==> config.mk <==
export PLATFORM = sky130hd
export DESIGN_NAME = alu_seq
export DESIGN_NICKNAME = d
export VERILOG_FILES = /design/src/rtl/alu_seq.sv
export SDC_FILE = /design/constraint.sdc
export NUM_CORES = 1
export LEC_CHECK = 0
export BUFFER_PORTS_ARGS = -buffer_cell sky130_fd_sc_hd__buf_2
export CAP_MARGIN = 15
export CORE_UTILIZATION = 35
export CTS_CLUSTER_DIAMETER = 150
export DETAILED_ROUTE_END_ITERATION = 10
export GPL_TIMING_DRIVEN = 0
export PLACE_DENSITY = 0.59
export SYNTH_ARGS = -nofsm -noshare
export SYNTH_HDL_FRONTEND = slang
export SYNTH_SLANG_ARGS = --single-unit
==> constraint.sdc <==
create_clock -name clk_i -period 3.9 [get_ports clk_i]
set_input_delay 0.195 -clock clk_i [delete_from_list [all_inputs] [get_ports clk_i]]
set_output_delay 0.195 -clock clk_i [all_outputs]
set_load 0.005 [all_outputs]
==> src/rtl/alu_seq.sv <==
// alu_seq: registered ALU with valid/ready handshakes and an iterative shift-add multiplier.
module alu_seq #(
  parameter int WIDTH  = 32,
  parameter bit MUL_EN = 1'b1
) (
  input  logic             clk_i,
  input  logic             rst_i,
  input  logic             in_valid_i,
  output logic             in_ready_o,
  input  logic [WIDTH-1:0] src1_i,
  input  logic [WIDTH-1:0] src2_i,
  input  logic [4:0]       ctrl_i,
  output logic             out_valid_o,
  input  logic             out_ready_i,
  output logic [WIDTH-1:0] result_o,
  output logic             zero_o,
  output logic             cout_o,
  output logic             overflow_o
);
  localparam int CW = $clog2(WIDTH + 1);
  typedef enum logic [1:0] {IDLE, MUL, DONE} state_t;
  state_t             r_state, w_state_nxt;
  logic [CW-1:0]      r_cnt;
  logic [2*WIDTH-1:0] r_mcand, r_acc, w_acc_nxt;
  logic [WIDTH-1:0]   r_mplier, r_result, w_a, w_b, w_res;
  logic [WIDTH:0]     w_sum;
  logic               r_zero, r_cout, r_ovf;
  logic               w_accept, w_is_mul, w_legal, w_arith, w_ovf, w_slt, w_last;
  assign w_accept  = in_valid_i & in_ready_o;
  assign w_is_mul  = MUL_EN && ctrl_i == 5'b10010;
  assign w_legal   = ctrl_i inside {5'b00000, 5'b00001, 5'b00010, 5'b00110,
                                    5'b00111, 5'b01100, 5'b01101};
  assign w_a       = ctrl_i[3] ? ~src1_i : src1_i;
  assign w_b       = ctrl_i[2] ? ~src2_i : src2_i;
  assign w_sum     = {1'b0, w_a} + {1'b0, w_b} + (WIDTH+1)'(ctrl_i[2]);
  // Same-sign inputs producing an opposite-sign sum == carry-in(MSB) xor carry-out(MSB).
  assign w_ovf     = (w_a[WIDTH-1] == w_b[WIDTH-1]) & (w_sum[WIDTH-1] != w_a[WIDTH-1]);
  assign w_slt     = w_sum[WIDTH-1] ^ w_ovf;
  assign w_arith   = w_legal & ctrl_i[1];
  assign w_res     = !w_legal               ? '0 :
                     ctrl_i[1:0] == 2'b00   ? w_a & w_b :
                     ctrl_i[1:0] == 2'b01   ? w_a | w_b :
                     ctrl_i[1:0] == 2'b10   ? w_sum[WIDTH-1:0] :
                                              {{(WIDTH-1){1'b0}}, w_slt};
  assign w_acc_nxt = r_acc + (r_mplier[0] ? r_mcand : '0);
  assign w_last    = r_cnt == CW'(1);
  always_ff @(posedge clk_i or negedge rst_i)
    if (!rst_i) r_state <= IDLE;
    else        r_state <= w_state_nxt;
  always_comb
    w_state_nxt = w_accept                         ? (w_is_mul ? MUL : DONE) :
                  r_state == MUL                   ? (w_last ? DONE : MUL) :
                  (r_state == DONE && out_ready_i) ? IDLE : r_state;
  always_comb begin
    in_ready_o  = r_state == IDLE || (r_state == DONE && out_ready_i);
    out_valid_o = r_state == DONE;
  end
  always_ff @(posedge clk_i or negedge rst_i)
    if (!rst_i) begin
      r_mcand  <= '0;
      r_mplier <= '0;
      r_acc    <= '0;
      r_cnt    <= '0;
      r_result <= '0;
      r_zero   <= 1'b0;
      r_cout   <= 1'b0;
      r_ovf    <= 1'b0;
    end else if (w_accept && w_is_mul) begin
      r_mcand  <= {{WIDTH{1'b0}}, src1_i};
      r_mplier <= src2_i;
      r_acc    <= '0;
      r_cnt    <= CW'(WIDTH);
    end else if (w_accept) begin
      r_result <= w_res;
      r_zero   <= w_res == '0;
      r_cout   <= w_arith & w_sum[WIDTH];
      r_ovf    <= w_legal && ctrl_i[1:0] == 2'b10 && w_ovf;
    end else if (r_state == MUL) begin
      r_acc    <= w_acc_nxt;
      r_mcand  <= r_mcand << 1;
      r_mplier <= r_mplier >> 1;
      r_cnt    <= r_cnt - CW'(1);
      if (w_last) begin
        r_result <= w_acc_nxt[WIDTH-1:0];
        r_zero   <= w_acc_nxt[WIDTH-1:0] == '0;
        r_cout   <= 1'b0;
        r_ovf    <= |w_acc_nxt[2*WIDTH-1:WIDTH];
      end
    end
  assign result_o   = r_result;
  assign zero_o     = r_zero;
  assign cout_o     = r_cout;
  assign overflow_o = r_ovf;
endmodule
==> metrics.txt <==
outcome complete, but fails checks; violations in the final reports design-rule violations, negative setup slack; largest net degree at the start of global routing 104; DRC viols 8; share of post-route cells with drive strength above 1 13.8%; number of flip-flops and latches in the synthesized netlist 203; routed len/inst 21.9 µm; class of the tightest hold or removal check primary input to flip-flop; internal power of the cells 6280 µW; number of violations of the max-capacitance limit 0; via count normalized by instance count 5.76; site row count 79; portion of total power attributed to sequential cells 30.4%; most instantiated cells after synthesis sky130_fd_sc_hd__nand2_1 (361), sky130_fd_sc_hd__dfrtp_1 (203), sky130_fd_sc_hd__a21oi_1 (151), sky130_fd_sc_hd__nor2_1 (139), sky130_fd_sc_hd__o21ai_0 (137); worst endpoint data arrival time 5.05 ns; share of the cycle needed by the critical path after routing 119%; average cell area after synthesis 7.80 µm²; largest area contributor in the synthesized netlist sky130_fd_sc_hd__dfrtp_1; CTS buffer count 26; final weighted congestion in routability-driven placement 0.927; Syn. warnings 0; fraction of post-synthesis cell area in the top cell type by area 30.6%; antenna-violating nets left 0; leak pwr 0.00956 µW; Layout Nets 2558; Post-synth EDFFs 0; Final Hold Fails 0; time the worst path needs with I/O delays and setup 4.64 ns; starting density of the core 35.6%; ys flop type sky130_fd_sc_hd__dfrtp_1; H-tree depth 1; detailed router's first-iteration violation count 1516; horizontal die dimension 220 µm; number of antenna violations at the first check in global routing 1; slowest cell on the critical path sky130_fd_sc_hd__or3_1; least setup slack across all paths after layout -0.737 ns; Worst setup SP type flip-flop; data required time of the critical path 4.31 ns; worst hold slack 0.0335 ns; buffering stage count on the worst path with inverters included 4; combinational fraction of design power 46.9%; critical path class flip-flop to flip-flop; global-route usage over all layers 26.8%; Switch Pwr 4960 µW; floorplan core area 46700 µm²; top-count cell post-synth sky130_fd_sc_hd__nand2_1; Die Footprint 48300 µm²; count of pins over their slew limit 0; clock insertion delay at the later pin of the skew report 0.56 ns; root cell of the clock tree sky130_fd_sc_hd__clkbuf_16; via total after detailed routing 17200; CP top delay family simple AND/OR/NAND/NOR gates; worst slew margin relative to its limit 16.0%; fraction of power consumed by the clock network 22.7%; maximum resistive drop on vdd 0.413 mV; switch share 44.1%; first-pass GRT wire length 98700 µm; Peak Freq 216 MHz; TritonCTS clock tree built; global route overflow 0; worst path cell trace buf_4 > clkbuf_4 > and2_1 > ha_1 > clkbuf_1 > nand4_1 > or3_1 > a211oi_4 > o21ai_2 > buf_4 > o21ai_1 > a21oi_1 > xor2_1 > nand4_1 > nor4_4 > and4_4 > a41oi_2; Distinct cells, synth 78; Seq/Total Area, Yosys 30.6%; HPWL reported at the end of detailed placement 51000 µm; Largest stage delay, worst path 0.54 ns; synthesis-to-layout area growth 24.4%; via count of the first global-routing pass 16600; number of buffers added on ports 109; PnR Total Power 11200 µW; Worst setup EP type flip-flop; measured slew at the worst slew-check pin 1.24 ns; number of nets in the synthesized netlist 2332; die height 220 µm; count of pins on the block boundary 110; Mapped Area 16600 µm²; unrepaired setup endpoints after global routing true; Power Dens Cells 544 nW/µm²; largest fanout of any net on the critical path 7; count of final setup violators 3; # clock sinks 203; number of instances in the synthesized netlist 2129; clock transition at the registers of the reported paths 0.07 ns; synth top area cells sky130_fd_sc_hd__dfrtp_1 (31%), sky130_fd_sc_hd__ha_1 (9.6%), sky130_fd_sc_hd__nand2_1 (8.2%); TritonRoute pass-1 iters 8; maximum buffer depth of the clock tree 3; setup TNS -1.07 ns; Setup Skew 0.0172 ns; total wire length 65400 µm; Async S/R FF share, synth 100%
[worst paths after layout]
check                                  start            to  slack (ns)  depth (start not counted)
worst min-delay path             out_ready_i    r_state[0]        0.03                          4
worst max-delay path             r_mplier[0]    overflow_o       -0.74                         17
worst min register to register  result_o[27]  result_o[27]        0.47                          2
max in group asynchronous              rst_i     r_acc[48]        2.59                          3
min in group asynchronous              rst_i  r_mplier[16]        0.26                          2
worst max register to register   r_mplier[0]    overflow_o       -0.74                         17
[final cells by class]
cell class              instances  area, µm²
clock buffers                  34        742
fillers                      4710      26000
multi-input cells            1715      11500
inverters                      90        338
diodes                          1       2.50
plain buffers                 108        553
repair buffers                211       1510
flip-flops and latches        203       5080
well taps                     607        759
clock inverters                14        165
[cell usage in the layout (no fill, tap or decap), types with 10 or more instances in the layout]
master,Yosys,routed
sky130_fd_sc_hd__clkbuf_1,105,85
sky130_fd_sc_hd__o21bai_1,12,11
sky130_fd_sc_hd__and3_1,13,13
sky130_fd_sc_hd__a31oi_1,24,21
sky130_fd_sc_hd__ha_1,128,110
sky130_fd_sc_hd__o21ai_0,137,130
sky130_fd_sc_hd__buf_4,0,33
sky130_fd_sc_hd__nand2_1,361,359
sky130_fd_sc_hd__o21ai_1,38,37
sky130_fd_sc_hd__xnor2_1,53,44
sky130_fd_sc_hd__a211oi_1,25,23
sky130_fd_sc_hd__a22oi_1,57,57
sky130_fd_sc_hd__nor3_1,26,24
sky130_fd_sc_hd__o21a_1,13,12
sky130_fd_sc_hd__dfrtp_1,203,203
sky130_fd_sc_hd__o22ai_1,13,13
sky130_fd_sc_hd__dlygate4sd3_1,0,66
sky130_fd_sc_hd__inv_1,89,89
sky130_fd_sc_hd__nand3_1,83,82
sky130_fd_sc_hd__nand2b_1,11,10
sky130_fd_sc_hd__nor2b_1,11,11
sky130_fd_sc_hd__a21o_1,43,43
sky130_fd_sc_hd__a21oi_1,151,141
sky130_fd_sc_hd__clkbuf_16,0,31
sky130_fd_sc_hd__and2_1,76,74
sky130_fd_sc_hd__o211ai_1,17,17
sky130_fd_sc_hd__buf_2,3,110
sky130_fd_sc_hd__buf_1,13,10
sky130_fd_sc_hd__xor2_1,100,89
sky130_fd_sc_hd__nand4_1,29,29
sky130_fd_sc_hd__nor2_1,139,136
[sequential cells by signal, indices dropped and copies added, names as in the netlist]
register	flops
cout_o	1
overflow_o	1
r_acc	64
r_cnt	6
r_mcand	64
r_mplier	32
r_state	2
result_o	32
zero_o	1
[per-layer routing]
layer  global-route usage (%)  share of wire, %  wire length (µm)
met1                     36.4                44             28800
met3                     3.96               7.2              4710
met5                        0                 0                 0
met2                     42.8                45             29500
met4                     10.2               3.7              2400
[power by group through the flow]
stage | combinational [µW] | clock (µW) | sequential (µW)
floorplan | 3120 | 0 | 3250
global placement | 4660 | 0 | 3390
detailed placement | 4710 | 0 | 3410
CTS | 4990 | 2590 | 3380
global route | 5730 | 2670 | 3490
finish | 5280 | 2550 | 3420
[worst register-to-register path: stages, from the launching register on]
cell	delay [ns]
sky130_fd_sc_hd__dfrtp_1	0.41
sky130_fd_sc_hd__buf_4	0.16
sky130_fd_sc_hd__clkbuf_4	0.17
sky130_fd_sc_hd__and2_1	0.17
sky130_fd_sc_hd__ha_1	0.27
sky130_fd_sc_hd__clkbuf_1	0.32
sky130_fd_sc_hd__nand4_1	0.28
sky130_fd_sc_hd__or3_1	0.54
sky130_fd_sc_hd__a211oi_4	0.41
sky130_fd_sc_hd__o21ai_2	0.15
sky130_fd_sc_hd__buf_4	0.17
sky130_fd_sc_hd__o21ai_1	0.12
sky130_fd_sc_hd__a21oi_1	0.09
sky130_fd_sc_hd__xor2_1	0.26
sky130_fd_sc_hd__nand4_1	0.21
sky130_fd_sc_hd__nor4_4	0.38
sky130_fd_sc_hd__and4_4	0.29
sky130_fd_sc_hd__a41oi_2	0.09
[cells by family (layout without fill, tap and decap cells)]
logic type | count (synthesis) | after routing | share of synthesized area (%)
AO/OA/AOI/OAI | 612 | 612 | 23.4
other | 0 | 1 | 0
multiplexers | 12 | 12 | 0.746
XOR/XNOR | 153 | 153 | 8.07
adder cells (fa/ha/maj) | 130 | 130 | 9.89
buffers and inverters | 211 | 457 | 4.79
flip-flops | 203 | 203 | 30.6
AND/OR/NAND/NOR | 808 | 808 | 22.5
[stage by stage]
step                utilization, %  cell area (µm²)  cells  setup slack [ns]
CTS                           43.3            20200   2980            -0.731
global placement              38.8            18100   2845             -1.54
global route                  44.3            20700   2982            -0.897
floorplan                        -            16800   2129           -0.0139
finish                        44.3            20700   2983            -0.737
detailed placement            38.9            18100   2847             -1.52
[repair_timing]
action / CTS / global route
pin swaps: 33 / 26
resized for setup: 69 / 82
gates cloned: 1 / 0
buffers inserted: 24 / 10
hold buffers: 66 / 0
endpoints found under the setup margin: 33 / 22
hold endpoints to repair: 165 / 0
Note: power is estimated with default switching activity, not from simulation.
